==> config.mk <==
export PLATFORM = sky130hd
export DESIGN_NAME = fp32_mul_pipe_flat
export DESIGN_NICKNAME = d
export VERILOG_FILES = /design/src/rtl/fp32_pkg.sv /design/src/rtl/fp32_mul_pipe_if.sv /design/src/rtl/fp32_pipe_slot.sv /design/src/rtl/fp32_mul_pipe.sv /design/src/flat_wrapper.sv
export SDC_FILE = /design/constraint.sdc
export NUM_CORES = 2
export LEC_CHECK = 0
export ABC_AREA = 1
export CORE_MARGIN = 3
export CORE_UTILIZATION = 35
export CTS_CLUSTER_SIZE = 25
export DETAILED_ROUTE_END_ITERATION = 16
export GPL_TIMING_DRIVEN = 0
export PLACE_DENSITY = 0.58
export SLEW_MARGIN = 40
export SYNTH_ARGS = -nofsm -noshare
export SYNTH_HDL_FRONTEND = slang
export SYNTH_SLANG_ARGS = --single-unit
==> constraint.sdc <==
create_clock -name clk -period 13.4 [get_ports clk]
set_input_delay 2.68 -clock clk [delete_from_list [all_inputs] [get_ports clk]]
set_output_delay 2.68 -clock clk [all_outputs]
set_load 0.02 [all_outputs]
==> src/rtl/fp32_pkg.sv <==
// Shared field widths, special encodings and stage payload types for the
// pipelined binary32 multiplier.
package fp32_pkg;

   localparam int unsigned WORD_W = 32;
   localparam int unsigned EXP_W  = 8;
   localparam int unsigned MAN_W  = 23;
   localparam int unsigned SIG_W  = MAN_W + 1;
   localparam int unsigned PROD_W = 2 * SIG_W;
   localparam int unsigned SEXP_W = 10;

   localparam logic [EXP_W-1:0]         EXP_BIAS  = 8'd127;
   localparam logic [EXP_W-1:0]         EXP_MAX   = 8'hFF;
   localparam logic signed [SEXP_W-1:0] SEXP_INF  = 10'sd255;
   localparam logic signed [SEXP_W-1:0] SEXP_ZERO = 10'sd0;
   localparam logic [WORD_W-1:0]        QNAN      = 32'h7FC0_0000;
   localparam logic [WORD_W-1:0]        POS_INF   = 32'h7F80_0000;

   typedef enum logic [1:0] {
      CLS_ZERO = 2'd0,
      CLS_NORM = 2'd1,
      CLS_INF  = 2'd2,
      CLS_NAN  = 2'd3
   } fp_class_e;

   typedef struct packed {
      logic             sign;
      logic [EXP_W-1:0] exp;
      logic [SIG_W-1:0] sig;
      fp_class_e        cls;
   } fp_op_t;

   typedef struct packed {
      fp_op_t a;
      fp_op_t b;
   } unpack_t;

   typedef struct packed {
      logic              sign;
      logic [SEXP_W-1:0] exp;
      logic [PROD_W-1:0] prod;
      fp_class_e         cls_a;
      fp_class_e         cls_b;
   } mult_t;

   // Denormal inputs are flushed to signed zero here.
   function automatic fp_op_t fp_unpack(input logic [WORD_W-1:0] x);
      fp_op_t r;
      r.sign = x[WORD_W-1];
      r.exp  = x[WORD_W-2 -: EXP_W];
      r.sig  = {1'b1, x[MAN_W-1:0]};
      r.cls  = CLS_NORM;
      if (r.exp == '0) begin
         r.cls = CLS_ZERO;
         r.sig = '0;
      end else if (r.exp == EXP_MAX) begin
         r.cls = (x[MAN_W-1:0] != '0) ? CLS_NAN : CLS_INF;
      end
      return r;
   endfunction

endpackage

==> src/rtl/fp32_mul_pipe_if.sv <==
// Operand/product valid-ready bus between the upstream source, the
// multiplier and the ACC accumulator.
interface fp32_mul_pipe_if;
   import fp32_pkg::*;

   logic              DataInValid;
   logic              DataInRdy;
   logic [WORD_W-1:0] DataInA;
   logic [WORD_W-1:0] DataInB;
   logic              DataOutValid;
   logic              DataOutRdy;
   logic [WORD_W-1:0] DataOut;

   modport slave (
      input  DataInValid, DataInA, DataInB, DataOutRdy,
      output DataInRdy, DataOutValid, DataOut
   );

   modport master (
      output DataInValid, DataInA, DataInB, DataOutRdy,
      input  DataInRdy, DataOutValid, DataOut
   );

endinterface

==> src/rtl/fp32_pipe_slot.sv <==
// One elastic pipeline register: loads whenever empty or when the
// downstream slot takes the current item in the same cycle.
module fp32_pipe_slot #(
   parameter type payload_t = logic
) (
   input  logic     clk,
   input  logic     aclr,
   input  logic     in_valid,
   input  payload_t in_data,
   output logic     in_rdy_c,
   output logic     out_valid,
   output payload_t out_data,
   input  logic     out_rdy
);

   logic     valid_q, valid_d;
   payload_t data_q, data_d;

   assign in_rdy_c  = !valid_q || out_rdy;
   assign out_valid = valid_q;
   assign out_data  = data_q;

   always_comb begin
      valid_d = valid_q;
      data_d  = data_q;
      if (in_rdy_c) begin
         valid_d = in_valid;
         if (in_valid) begin
            data_d = in_data;
         end
      end
   end

   always_ff @(posedge clk or posedge aclr) begin
      if (aclr) begin
         valid_q <= 1'b0;
         data_q  <= '0;
      end else begin
         valid_q <= valid_d;
         data_q  <= data_d;
      end
   end

endmodule

==> src/rtl/fp32_mul_pipe.sv <==
// Pipelined binary32 multiplier: unpack -> 24x24 multiply -> normalize/round,
// each followed by an elastic slot, plus optional delay slots on the result.
module fp32_mul_pipe
   import fp32_pkg::*;
#(
   parameter int unsigned DataWidth       = 32,
   parameter int unsigned Pipeline_Stages = 3
) (
   input  logic           clk,
   input  logic           aclr,
   fp32_mul_pipe_if.slave bus
);

   localparam int unsigned NUM_TAIL = Pipeline_Stages - 3;

   unpack_t              unp_c, s1_pld;
   mult_t                mult_c, s2_pld;
   logic                 s1_vld, s2_vld, s2_rdy_c, s3_rdy_c;
   logic [DataWidth-1:0] result_c;

   logic                 tail_vld   [NUM_TAIL+1];
   logic [DataWidth-1:0] tail_pld   [NUM_TAIL+1];
   logic                 tail_rdy_c [NUM_TAIL+1];

   always_comb begin
      unp_c.a = fp_unpack(bus.DataInA);
      unp_c.b = fp_unpack(bus.DataInB);
   end

   fp32_pipe_slot #(.payload_t(unpack_t)) u_slot_unpack (
      .clk      (clk),
      .aclr     (aclr),
      .in_valid (bus.DataInValid),
      .in_data  (unp_c),
      .in_rdy_c (bus.DataInRdy),
      .out_valid(s1_vld),
      .out_data (s1_pld),
      .out_rdy  (s2_rdy_c)
   );

   // Biased exponent sum kept signed in 10 bits so over/underflow stay visible.
   always_comb begin
      mult_c.sign  = s1_pld.a.sign ^ s1_pld.b.sign;
      mult_c.exp   = SEXP_W'(s1_pld.a.exp) + SEXP_W'(s1_pld.b.exp) - SEXP_W'(EXP_BIAS);
      mult_c.prod  = PROD_W'(s1_pld.a.sig) * PROD_W'(s1_pld.b.sig);
      mult_c.cls_a = s1_pld.a.cls;
      mult_c.cls_b = s1_pld.b.cls;
   end

   fp32_pipe_slot #(.payload_t(mult_t)) u_slot_mult (
      .clk      (clk),
      .aclr     (aclr),
      .in_valid (s1_vld),
      .in_data  (mult_c),
      .in_rdy_c (s2_rdy_c),
      .out_valid(s2_vld),
      .out_data (s2_pld),
      .out_rdy  (s3_rdy_c)
   );

   logic                     shift, guard, sticky, round_up;
   logic [MAN_W-1:0]         frac;
   logic [SIG_W-1:0]         frac_rnd;
   logic signed [SEXP_W-1:0] exp_fin;
   logic                     any_nan, any_inf, any_zero;

   // Normalize, round-to-nearest-even, then let special operands override.
   always_comb begin
      shift = s2_pld.prod[PROD_W-1];
      if (shift) begin
         frac   = s2_pld.prod[PROD_W-2 -: MAN_W];
         guard  = s2_pld.prod[PROD_W-2-MAN_W];
         sticky = |s2_pld.prod[PROD_W-3-MAN_W:0];
      end else begin
         frac   = s2_pld.prod[PROD_W-3 -: MAN_W];
         guard  = s2_pld.prod[PROD_W-3-MAN_W];
         sticky = |s2_pld.prod[PROD_W-4-MAN_W:0];
      end
      round_up = guard && (sticky || frac[0]);
      frac_rnd = {1'b0, frac} + SIG_W'(round_up);
      exp_fin  = s2_pld.exp + SEXP_W'(shift) + SEXP_W'(frac_rnd[MAN_W]);

      any_nan  = (s2_pld.cls_a == CLS_NAN)  || (s2_pld.cls_b == CLS_NAN);
      any_inf  = (s2_pld.cls_a == CLS_INF)  || (s2_pld.cls_b == CLS_INF);
      any_zero = (s2_pld.cls_a == CLS_ZERO) || (s2_pld.cls_b == CLS_ZERO);

      result_c = {s2_pld.sign, exp_fin[EXP_W-1:0], frac_rnd[MAN_W-1:0]};
      if (any_nan || (any_inf && any_zero)) begin
         result_c = QNAN;
      end else if (any_inf || (!any_zero && exp_fin >= SEXP_INF)) begin
         result_c = {s2_pld.sign, POS_INF[WORD_W-2:0]};
      end else if (any_zero || exp_fin <= SEXP_ZERO) begin
         result_c = {s2_pld.sign, {(WORD_W-1){1'b0}}};
      end
   end

   fp32_pipe_slot #(.payload_t(logic [DataWidth-1:0])) u_slot_round (
      .clk      (clk),
      .aclr     (aclr),
      .in_valid (s2_vld),
      .in_data  (result_c),
      .in_rdy_c (s3_rdy_c),
      .out_valid(tail_vld[0]),
      .out_data (tail_pld[0]),
      .out_rdy  (tail_rdy_c[0])
   );

   assign tail_rdy_c[NUM_TAIL] = bus.DataOutRdy;

   for (genvar k = 1; k <= NUM_TAIL; k++) begin : g_tail
      fp32_pipe_slot #(.payload_t(logic [DataWidth-1:0])) u_slot_delay (
         .clk      (clk),
         .aclr     (aclr),
         .in_valid (tail_vld[k-1]),
         .in_data  (tail_pld[k-1]),
         .in_rdy_c (tail_rdy_c[k-1]),
         .out_valid(tail_vld[k]),
         .out_data (tail_pld[k]),
         .out_rdy  (tail_rdy_c[k])
      );
   end

   assign bus.DataOutValid = tail_vld[NUM_TAIL];
   assign bus.DataOut      = tail_pld[NUM_TAIL];

endmodule

==> src/flat_wrapper.sv <==
// flat-port wrapper written by rule: the top's interface ports become plain ports
module fp32_mul_pipe_flat import fp32_pkg::*;
#(
   parameter int unsigned DataWidth       = 32,
   parameter int unsigned Pipeline_Stages = 3
)
  (clk, aclr, bus_DataInValid, bus_DataInA, bus_DataInB, bus_DataOutRdy, bus_DataInRdy, bus_DataOutValid, bus_DataOut);
  fp32_mul_pipe_if bus_i ();
  input  logic clk;
  input  logic aclr;
  input wire logic [$bits(bus_i.DataInValid)-1:0] bus_DataInValid;
  input wire logic [$bits(bus_i.DataInA)-1:0] bus_DataInA;
  input wire logic [$bits(bus_i.DataInB)-1:0] bus_DataInB;
  input wire logic [$bits(bus_i.DataOutRdy)-1:0] bus_DataOutRdy;
  output wire logic [$bits(bus_i.DataInRdy)-1:0] bus_DataInRdy;
  output wire logic [$bits(bus_i.DataOutValid)-1:0] bus_DataOutValid;
  output wire logic [$bits(bus_i.DataOut)-1:0] bus_DataOut;
  assign bus_i.DataInValid = bus_DataInValid;
  assign bus_i.DataInA = bus_DataInA;
  assign bus_i.DataInB = bus_DataInB;
  assign bus_i.DataOutRdy = bus_DataOutRdy;
  assign bus_DataInRdy = bus_i.DataInRdy;
  assign bus_DataOutValid = bus_i.DataOutValid;
  assign bus_DataOut = bus_i.DataOut;
  fp32_mul_pipe #(.DataWidth(DataWidth), .Pipeline_Stages(Pipeline_Stages)) u_core (.clk(clk), .aclr(aclr), .bus(bus_i));
endmodule
==> results.json <==
{
  "status": "completed",
  "crit_required_ns": 13.77,
  "seqCellArea_sq_um": 4204,
  "syn_inst": 3949,
  "grt_pass1_wl_mm": 157.7,
  "vias": 25300,
  "skew_ns": 0.04019,
  "hold_viol": 0,
  "drt-initial-drc-count": 2310,
  "totalWireLength_mm": 102.6,
  "hold_path.class": "flop to flop",
  "worstMarginPinSlew_ns": 0.9225,
  "max_slew_margin_pct": 38.27,
  "layoutNonFillerInstCount": 5146,
  "cts.repair.resized": 0,
  "avgSynthCellArea_sq_um": 7.311,
  "die_h_um": 293.2,
  "cts_buffer_depth": 2,
  "area_growth_pct": 10.47,
  "port_buffers": 101,
  "synth.distinct_cells": 43,
  "grt_max_degree": 63,
  "dieArea_sq_um": 85980,
  "endpoint_kind": "flop",
  "grt_pass1_vias": 26210,
  "critPathLaunchType": "flop",
  "syn_area_sq_um": 28870,
  "num_rows": 104,
  "h-tree-depth": 4,
  "wl_per_cell_um": 19.93,
  "synth_nets": 4686,
  "path_class": "flop to flop",
  "drtPass1Iterations": 6,
  "fmax_mhz": 126.5,
  "initial_core_util_pct": 35.62,
  "setup_viol": 0,
  "drv_slew": 0,
  "path_max_fanout": 10,
  "antenna_found_initial": 2,
  "synthArstFlopShare_pct": 100.0,
  "synth_edf_count": 0,
  "placed_area_sq_um": 31300,
  "clkTransAtPathRegs_ns": 0.08,
  "finalSetupTns_ns": 0,
  "clock_sinks": 168,
  "cts_tree": "built",
  "ios": 102,
  "place.gp.congestion": 0.9765,
  "vias_per_cell": 4.916,
  "hold_buffers": 0,
  "tritoncts.num_buffers": 17,
  "core_area_sq_um": 81070,
  "post-route-period-util_pct": 59.00,
  "cts_root_buf": "clkbuf_16",
  "dieWidth_um": 293.2,
  "layout-drive-gt1-share_pct": 2.228,
  "clk_latency_ns": 0.52,
  "post_cts_buffers": 0,
  "multi_input_area_sq_um": 19950,
  "ant_nets": 0,
  "dp_hpwl_mm": 84.34,
  "final_common_cell": "nand2_1",
  "final_cell_mix": "nand2_1, inv_1, fa_1",
  "synth.yosys.seq_area_share_pct": 14.56,
  "ys_warn_count": 0,
  "fin_area_sq_um": 31900,
  "n_fill_cell": 8501,
  "place_inst": 5112,
  "nets": 4808,
  "ys.flop_type": "dfrtp_1",
  "ys_seq_elements": 168,
  "cap_violations": 0,
  "cp.arrival_ns": 8.28,
  "min_period_ns": 7.906,
  "globalRouteOverflowTotal": 0,
  "rsz0062_at_grt": "false",
  "drc_errors": 0,
  "grt.total_usage_pct": 24.67
}
## cell type report
cell class | count | area share, %
plain buffers | 181 | 2.334
well taps | 1060 | 4.158
diodes | 2 | 0.01569
clock inverters | 14 | 0.4864
multi-input cells | 2534 | 62.56
inverters | 1066 | 12.58
repair buffers | 103 | 3.342
flip-flops and latches | 168 | 13.18
clock buffers | 18 | 1.346
## stage by stage
stage,hold WS (ns),setup WS [ns],utilization (%)
2_1_floorplan,0.4417,6.173,-
3_3_place_gp,0.4571,3.160,38.50
3_5_place_dp,0.4650,5.671,38.60
4_1_cts,0.4860,5.645,39.32
5_1_grt,0.5078,5.199,39.34
6_report,0.4840,5.494,39.34
## path summary, 6_finish.rpt
path / depth (start not counted) / end / from / slack (ns)
max in group asynchronous: 3 / u_core.u_slot_mult.out_data[50] / aclr / 10.05
worst min register to register: 2 / u_core.u_slot_round.out_data[19] / u_core.u_slot_round.out_data[19] / 0.48
worst max-delay path: 27 / u_core.u_slot_mult.out_data[51] / u_core.u_slot_unpack.out_data[50] / 5.49
worst min-delay path: 2 / u_core.u_slot_round.out_data[19] / u_core.u_slot_round.out_data[19] / 0.48
min in group asynchronous: 2 / u_core.u_slot_unpack.out_data[27] / aclr / 2.60
worst max register to register: 27 / u_core.u_slot_mult.out_data[51] / u_core.u_slot_unpack.out_data[50] / 5.49
## cells in the mapped netlist (all sizes together), types with 5 or more instances
master | count | area [sq um]
nor4 | 18 | 112.6
buf | 18 | 113.9
nor3 | 16 | 85.08
nand3 | 154 | 785.8
o21ai | 131 | 670.6
inv | 1065 | 4000
or2 | 5 | 31.28
a21oi | 65 | 325.3
o22ai | 11 | 68.82
nor2 | 137 | 546.8
nand3b | 6 | 45.04
fa | 484 | 9689
clkbuf | 163 | 611.8
xnor2 | 9 | 78.83
nand4 | 32 | 206.5
o21bai | 6 | 45.04
ha | 185 | 2315
dfrtp | 168 | 4204
a31oi | 5 | 31.28
xor2 | 12 | 105.1
nand2 | 1244 | 4677
## state kept, by name, summed over array words and instances, names as in the netlist
signal,cells
u_core.u_slot_mult.out_data,63
u_core.u_slot_mult.out_valid,1
u_core.u_slot_round.out_data,32
u_core.u_slot_round.out_valid,1
u_core.u_slot_unpack.out_data,70
u_core.u_slot_unpack.out_valid,1
## metal layers
| metal | part of all wire (%) | up-vias | GRT usage, % |
|---|---|---|---|
| li1 | - | 11660 | - |
| met1 | 41 | 12360 | 32.66 |
| met5 | 0.019 | - | 0 |
| met3 | 10 | 204 | 5.669 |
| met4 | 4.9 | 2 | 11.28 |
| met2 | 44 | 1071 | 38.60 |
## cell families (layout without fill, tap and decap cells)
| group | Yosys count | count (layout) | synth area share (%) |
|---|---|---|---|
| XOR/XNOR | 21 | 21 | 0.6370 |
| other | 0 | 2 | 0 |
| buffers and inverters | 1247 | 1382 | 16.38 |
| AND/OR/NAND/NOR | 1616 | 1616 | 22.59 |
| AO/OA/AOI/OAI | 228 | 228 | 4.260 |
| adder cells (fa/ha/maj) | 669 | 669 | 41.58 |
| flip-flops | 168 | 168 | 14.56 |
## critical path, stage by stage (launching register included)
cell and delay [ns]:
dfrtp_1 0.33, clkbuf_1 0.60, clkbuf_1 0.66, nand2_1 0.21
fa_1 0.58, inv_1 0.05, fa_1 0.49, inv_1 0.06
fa_1 0.53, inv_1 0.05, fa_1 0.50, inv_1 0.06
fa_1 0.53, inv_1 0.05, fa_1 0.48, inv_1 0.06
fa_1 0.47, inv_1 0.10, ha_1 0.45, nand2_1 0.16
nor3_1 0.61, nand2_1 0.11, nor2_1 0.12, nand2_1 0.07
nand3_1 0.10, nand2_1 0.06, nand3_1 0.18, nand2_1 0.09
Power is not shown: default switching activity piles up to over one toggle a cycle in this logic, so the estimate is an artifact.
